File: config.mk
export PLATFORM = sky130hd
export DESIGN_NAME = axis_downsize
export DESIGN_NICKNAME = d
export VERILOG_FILES = /design/src/rtl/axis_downsize_pkg.sv /design/src/rtl/axis_downsize_lane_next.sv /design/src/rtl/axis_downsize.sv
export SDC_FILE = /design/constraint.sdc
export NUM_CORES = 1
export LEC_CHECK = 0
export CORE_UTILIZATION = 47
export DETAILED_ROUTE_END_ITERATION = 16
export GPL_TIMING_DRIVEN = 0
export PLACE_DENSITY = 0.9
export SKIP_LAST_GASP = 1
export SLEW_MARGIN = 10
export SYNTH_ARGS = -nofsm -noshare
export SYNTH_HDL_FRONTEND = slang
export SYNTH_SLANG_ARGS = --single-unit
File: constraint.sdc
create_clock -name clock -period 2.44 [get_ports clock]
set_input_delay 0.488 -clock clock [delete_from_list [all_inputs] [get_ports clock]]
set_output_delay 0.488 -clock clock [all_outputs]
set_load 0.01 [all_outputs]
File: src/rtl/axis_downsize_pkg.sv
// Shared constants, state encoding and lane-order helpers for the byte-stream down-sizer.
package axis_downsize_pkg;

  localparam int BYTE = 8;

  typedef enum logic {
    ST_IDLE  = 1'b0,
    ST_SHIFT = 1'b1
  } state_e;

  // Maps an emission-order position to a lane index; the mapping is its own inverse.
  function automatic int lane_order(input int pos, input int width, input bit lsb_first);
    return lsb_first ? pos : width - 1 - pos;
  endfunction

  function automatic int tail_lane(input int width, input bit lsb_first);
    return lane_order(width - 1, width, lsb_first);
  endfunction

endpackage

File: src/rtl/axis_downsize_lane_next.sv
// Priority search for the next lane to emit, walking lanes in emission order.
// A beat with tlast always emits its tail lane so the packet end is never lost.
module axis_lane_next
  import axis_downsize_pkg::*;
#(
  parameter int WIDTH     = 4,
  parameter bit LSB_FIRST = 1'b1,
  localparam int IW       = $clog2(WIDTH)
) (
  input  logic [WIDTH-1:0] keep_i,
  input  logic [IW-1:0]    idx_i,
  input  logic             start_i,
  input  logic             last_i,
  output logic [IW-1:0]    next_o,
  output logic             final_o
);

  localparam logic [WIDTH-1:0] TAIL_MASK =
    {{(WIDTH-1){1'b0}}, 1'b1} << tail_lane(WIDTH, LSB_FIRST);

  logic [WIDTH-1:0] emit;
  logic [IW-1:0]    cur_pos;
  logic [WIDTH-1:0] cand;
  logic [WIDTH:0]   seen;
  logic [IW-1:0]    pick [WIDTH+1];

  assign emit    = last_i ? (keep_i | TAIL_MASK) : keep_i;
  assign cur_pos = LSB_FIRST ? idx_i : IW'(WIDTH - 1) - idx_i;
  assign seen[0] = 1'b0;
  assign pick[0] = '0;

  // seen/pick form a ripple chain so the earliest candidate in emission order wins.
  for (genvar p = 0; p < WIDTH; p++) begin : g_pos
    localparam int LANE = lane_order(p, WIDTH, LSB_FIRST);
    assign cand[p]   = emit[LANE] && (start_i || (IW'(p) > cur_pos));
    assign seen[p+1] = seen[p] | cand[p];
    assign pick[p+1] = pick[p] | ((cand[p] && !seen[p]) ? IW'(LANE) : '0);
  end

  assign next_o  = pick[WIDTH];
  assign final_o = !seen[WIDTH];

endmodule

File: src/rtl/axis_downsize.sv
// AXI4-Stream width-down converter: serialises a WIDTH-byte beat into single bytes,
// optionally skipping null lanes while still carrying tlast on a forced null tail byte.
module axis_downsize
  import axis_downsize_pkg::*;
#(
  parameter int WIDTH     = 4,
  parameter bit SKIP      = 1'b1,
  parameter bit LSB_FIRST = 1'b1
) (
  input  logic                  clock,
  input  logic                  reset_n,
  input  logic                  s_tvalid,
  output logic                  s_tready,
  input  logic                  s_tlast,
  input  logic [WIDTH-1:0]      s_tkeep,
  input  logic [BYTE*WIDTH-1:0] s_tdata,
  output logic                  m_tvalid,
  input  logic                  m_tready,
  output logic                  m_tlast,
  output logic                  m_tkeep,
  output logic [BYTE-1:0]       m_tdata
);

  localparam int IW = $clog2(WIDTH);

  state_e                  state_q, state_d;
  logic [BYTE*WIDTH-1:0]   data_q, data_d;
  logic [WIDTH-1:0]        keep_q, keep_d;
  logic                    last_q, last_d;
  logic [IW-1:0]           idx_q, idx_d;

  logic [BYTE-1:0]         lane_q [WIDTH];
  logic [WIDTH-1:0]        held_mask, load_mask;
  logic [IW-1:0]           held_next, load_first;
  logic                    held_final, load_empty;
  logic                    busy, accept;

  for (genvar l = 0; l < WIDTH; l++) begin : g_lane
    assign lane_q[l] = data_q[l*BYTE +: BYTE];
  end

  // Without skipping every lane is emitted, so the search sees an all-ones mask.
  assign held_mask = SKIP ? keep_q  : '1;
  assign load_mask = SKIP ? s_tkeep : '1;

  axis_lane_next #(
    .WIDTH     (WIDTH),
    .LSB_FIRST (LSB_FIRST)
  ) u_held_next (
    .keep_i  (held_mask),
    .idx_i   (idx_q),
    .start_i (1'b0),
    .last_i  (last_q),
    .next_o  (held_next),
    .final_o (held_final)
  );

  axis_lane_next #(
    .WIDTH     (WIDTH),
    .LSB_FIRST (LSB_FIRST)
  ) u_load_first (
    .keep_i  (load_mask),
    .idx_i   ('0),
    .start_i (1'b1),
    .last_i  (s_tlast),
    .next_o  (load_first),
    .final_o (load_empty)
  );

  assign busy     = (state_q == ST_SHIFT);
  assign s_tready = !busy || (m_tready && held_final);
  assign accept   = s_tvalid && s_tready;

  assign m_tvalid = busy;
  assign m_tdata  = lane_q[idx_q];
  assign m_tkeep  = busy && keep_q[idx_q];
  assign m_tlast  = busy && last_q && held_final;

  always_comb begin
    state_d = state_q;
    data_d  = data_q;
    keep_d  = keep_q;
    last_d  = last_q;
    idx_d   = idx_q;
    if (accept) begin
      data_d  = s_tdata;
      keep_d  = s_tkeep;
      last_d  = s_tlast;
      idx_d   = load_first;
      // A beat with nothing to emit is swallowed without entering SHIFT.
      state_d = load_empty ? ST_IDLE : ST_SHIFT;
    end else if (busy && m_tready) begin
      if (held_final) begin
        state_d = ST_IDLE;
      end else begin
        idx_d = held_next;
      end
    end
  end

  always_ff @(posedge clock or negedge reset_n) begin
    if (!reset_n) begin
      state_q <= ST_IDLE;
      data_q  <= '0;
      keep_q  <= '0;
      last_q  <= 1'b0;
      idx_q   <= '0;
    end else begin
      state_q <= state_d;
      data_q  <= data_d;
      keep_q  <= keep_d;
      last_q  <= last_d;
      idx_q   <= idx_d;
    end
  end

endmodule

=== Yosys cells after proc, flatten, opt, wreduce, memory -nomap -nowiden ===
Index checks and enable logic that the tools add are counted.

* Bits in registers: 40
* Bits of input ports: 41
* Output and inout bits: 12
* Logic and storage cells: 72

* Order comparisons: 6
* Eq/ne operators: 1
* Muxes and demuxes: 20
* Bitwise gates (word level): 11
* Reductions and logical operators: 29

{| class="wikitable"
|+ Operators by type and width
! kind !! count
|-
| $bmux 8 s2 || 1
|-
| $logic_and 1x1->1 || 16
|-
| $mux 8 || 2
|-
| $mux 2 || 7
|-
| $logic_not 1->1 || 8
|-
| $mux 4 || 2
|-
| $or 2x2->2 || 4
|-
| $mux 1 || 7
|-
| $or 1x1->1 || 6
|-
| $gt 1x2->1 const A || 2
|-
| $gt 2x2->1 const A || 2
|-
| $reduce_and 2->1 || 2
|-
| $reduce_bool 2->1 || 2
|-
| $ge 3x3->1 const B || 1
|-
| $lt 2x3->1 const B || 1
|-
| $not 2->3 || 1
|-
| $bmux 1 s2 || 1
|-
| $ne 2x2->1 const B || 1
|-
| $logic_or 1x1->1 || 1
|}

=== Logic depth before layout (Yosys ltp) ===
* Depth after elaboration: 11
* Gate-level depth with buffers: 6
* Depth with buffers taken out: 5

=== By module ===
A second synthesis with hierarchy kept.

* Cells, all modules: 136
* Area, all modules: 2,018.2 um^2

{| class="wikitable"
|+ By module, submodules not included
! module !! instances !! cells each !! area an instance (um^2) !! sequential area each (um^2)
|-
| axis_downsize || 1 || 110 || 1,825.5 || 1,001.0
|-
| axis_lane_next || 2 || 13 || 96.3 || 0.0
|}

=== Worst setup path after synthesis ===
OpenSTA, ideal clock, no wires.

* Path kind: register to output
* Start point: reg idx_q[0]
* End point: out m_tdata[0]
* Arrival time: 1.420 ns
* Setup slack: 0.532 ns
* Cell stages (with the launch flop): 3
* Cells stage by stage: dfrtp_1 buf_1 mux4_2

* Longest elaborated chain between the ends: 4

{| class="wikitable"
|+ RTL lines
! item !! line !! text
|-
| start, declared || axis_downsize.sv:30 || <nowiki>logic [IW-1:0] idx_q, idx_d;</nowiki>
|-
| start signal, assigned || axis_downsize.sv:113 || <nowiki>idx_q <= idx_d;</nowiki>
|-
| $not 2->3 (not written as such) || axis_downsize.sv:75 || <nowiki>assign m_tdata = lane_q[idx_q];</nowiki>
|-
| $bmux 8 s2 || axis_downsize.sv:75 ||
|-
| $mux 8 (not written as such) (2 in series) || axis_downsize.sv:75 ||
|-
| end, declared || axis_downsize.sv:21 || <nowiki>output logic [BYTE-1:0] m_tdata</nowiki>
|}

Every way passes these cells. The select of a mux whose other input is x is not followed.

=== Worst setup path in the final report ===
* Start point: reg idx_q[0]
* End point: out m_tdata[4]

The elaborated chain is that of the path after synthesis.

==> metrics.md <==
| Metric | Value |
|---|---|
| CP arrival | `1.90 ns` |
| PortBufs | `52` |
| Ys async rst share | `100%` |
| CP required | `1.95 ns` |
| Global placer's final weighted congestion | `0.798` |
| Min-delay worst type | `reg -> reg` |
| Vias per Instance | `5.78` |
| Inserted Clock Buffers | `5` |
| Yosys top cell by area | `dfrtp_1` |
| Syn-to-layout area delta | `41.0%` |
| Seq/Total Area, Yosys | `53.0%` |
| CP max FO | `10` |
| Mean Syn Cell Area | `15.2 um^2` |
| CTS clk-pin slew, worst paths | `0.08 ns` |
| Hpwl dp | `approximately 3100 um` |
| Final hold violations | `0` |
| Tmin final | `2.39 ns` |
| DRC | `0` |
| R2r setup slk | `0.40 ns` |
| Final setup fails | `0` |
| Status | `complete, no violations` |
| Initial DRC count | `99` |
| Startpoint Class | `flop` |
| Max-slew headroom | `64.6%` |
| Ys flop type | `dfrtp_1` |
| Fillcell total | `273` |
| Clock sink count | `40` |
| Detailed-route wire length per cell | `18.4 um` |
| Initial Util | `about half` |
| Critical path launch point | `idx_q[0]$_DFFE_PN0P_` |
| Die ar. | `4270 um^2` |
| Global route overflow | `0` |
| Die height | `between 60 and 70 um` |
| CTS tree | `yes` |
| Flop pwr share | `34.7%` |
| Netlist Area Pre-Place | `approximately 1900 um^2` |
| Post-synth EDFFs | `0` |
| Final Cycle Share | `98.1%` |
| Clk_skew | `0.00531 ns` |
| Clk buf depth | `2` |
| Clock share of power | `16.4%` |
| Fmax | `418 MHz` |
| Synthesized instance count | `124` |
| Total track usage | `23.3%` |
| Via count | `1359` |
| Core area | `3740 um^2` |
| Final ANT Viol Nets | `0` |
| Worst-Skew Late Latency | `around 0.29 ns` |
| Diode count | `0` |
| Syn Nets | `165` |
| Initial antenna violation count | `0` |
| Final max-slew violation count | `0` |
| Power Total | `around 3.6 mW` |
| Number of global-route vias before repair | `1518` |
| Internal | `about 2.5 mW` |
| PD cells | `1340 nW/um^2` |
| Yosys warns | `0` |
| Synth top area cells | `dfrtp_1, mux2_2, mux4_2, mux2_4, mux4_1` |
| Psw | `1.10 mW` |
| First-pass GRT wire length | `7270 um` |
| First drt pass iteration count | `4` |
| Hold Path Cell Cnt | `1` |
| Worst Setup EP | `m_tdata[4]` |
| MaxCap Viol Count | `0` |
| Row cnt | `22` |
| Root Driver | `clkbuf_8` |
| CTS H-tree depth | `2` |
| Worst r2r path cells | `6` |
| Largest net degree at the start of global routing | `40` |
| I/O pin count | `53` |
| Unique masters post-synth | `31` |
| Switching power share of the total | `30.8%` |
| Layout cells sized above 1 | `34.8%` |
| Die width | `approximately 65 um` |
| Worst slew pin tran | `0.529 ns` |
| CP Class | `reg -> out` |
| Total Nets Final | `227` |
| RR Endpoint | `data_q[19]$_DFFE_PN0P_` |
| VDD IR-drop max | `0.953 mV` |
| Synth Register Bits | `40` |
| Gate power share | `between 40% and 50%` |
| CP Capture Type | `primary output` |
| Reg2Reg Launch Point | `held_mask[1]$_DFFE_PN0P_` |
| Hold Slack | `around 0.51 ns` |
| Drt total wl | `4330 um` |
| Post-synth top area share | `a little over half` |
| Leak Pwr | `between 1 and 1.5 nW` |
## worst max-delay path, stage by stage, from the launching register on
cell and delay [ns]:
dfrtp_1 0.43, buf_12 0.17, mux4_2 0.52, clkdlybuf4s50_1 0.49
## cell type report
| cell class | count | area [um^2] | area share [%] |
|---|---|---|---|
| Tap cell | 48 | 60.1 | 2.26 |
| Clock inverter | 1 | 30.0 | 1.13 |
| Buffer | 6 | 53.8 | 2.02 |
| Inverter | 4 | 15.0 | 0.564 |
| Timing Repair Buffer | 55 | 559 | 21.0 |
| Multi-Input combinational cell | 74 | 845 | 31.7 |
| Sequential cell | 40 | 1000 | 37.7 |
| Clock buffer | 7 | 96.3 | 3.62 |
## sequential cells by signal (all words and copies together), names as in the netlist
name,flops
data_q,32
held_mask,4
idx_q,2
last_q,1
m_tvalid,1
## per-layer routing
layer,vias up,wire length [um],track usage [%]
li1,590,-,-
met1,699,1770,28.7
met2,64,2280,40.2
met3,6,225,5.21
met4,0,50,7.61
met5,-,0,0
## worst min path at each step
stage / startpoint / endpoint
after floorplan: reset_n / data_q[0]$_DFFE_PN0P_
after global placement: held_mask[0]$_DFFE_PN0P_ / held_mask[0]$_DFFE_PN0P_
after detailed placement: reset_n / data_q[27]$_DFFE_PN0P_
after CTS: data_q[12]$_DFFE_PN0P_ / data_q[12]$_DFFE_PN0P_
after global routing: reset_n / data_q[27]$_DFFE_PN0P_
final: data_q[7]$_DFFE_PN0P_ / data_q[7]$_DFFE_PN0P_
## power groups by stage
stage | combinational [mW] | sequential [mW] | clock, mW
global route | 1.85 | 1.27 | 0.623
global placement | 1.64 | 1.19 | 0
finish | 1.74 | 1.24 | 0.585
detailed placement | 1.70 | 1.23 | 0
floorplan | 1.12 | 1.15 | 0
CTS | 1.73 | 1.22 | 0.597
## cells in the mapped netlist, types with 2 or more instances
cell      n
dfrtp_1  40
mux2_2   27
mux2_4   10
mux4_2    8
inv_1     4
nor2_1    4
nor3_1    4
buf_2     2
nand2_1   2
o21ai_0   2
## through the flow
stage / std cells / area (um^2) / utilization (%) / worst slack [ns] / setup TNS [ns]
global route: 235 / 2660 / 71.1 / -0.00861 / -0.0136
detailed placement: 225 / 2480 / 66.3 / -0.199 / -1.57
finish: 235 / 2660 / 71.1 / 0.0472 / 0
global placement: 224 / 2470 / 65.9 / -0.168 / -1.32
CTS: 234 / 2640 / 70.4 / 0.00661 / 0
floorplan: 124 / 1890 / - / 0.532 / 0
## what timing repair did
item | CTS | global route
setup endpoints to repair | 10 | 9
endpoints found under the hold margin | 1 | 0
hold buffers | 1 | 0
setup buffers | 0 | 1
gates resized for setup | 10 | 7
## cells in the final DEF (no fill, tap or decap), types with 3 or more instances in the layout
master / count
nor3_1: 3
dlymetal6s2s_1: 3
clkbuf_8: 7
clkdlybuf4s50_1: 47
nor2_1: 4
mux4_2: 8
mux2_2: 27
buf_2: 4
inv_1: 4
dfrtp_1: 39
mux2_4: 10
## cell families (layout without fill, tap and decap cells)
logic type | count (synthesis) | in the layout | synth area share, %
muxes | 46 | 46 | 35.0
AOI/OAI and AO/OA | 14 | 14 | 5.57
buffers and inverters | 10 | 73 | 2.72
and+or+nand+nor | 14 | 14 | 3.71
DFF | 40 | 40 | 53.0
Note: power is estimated with default switching activity, not from simulation.
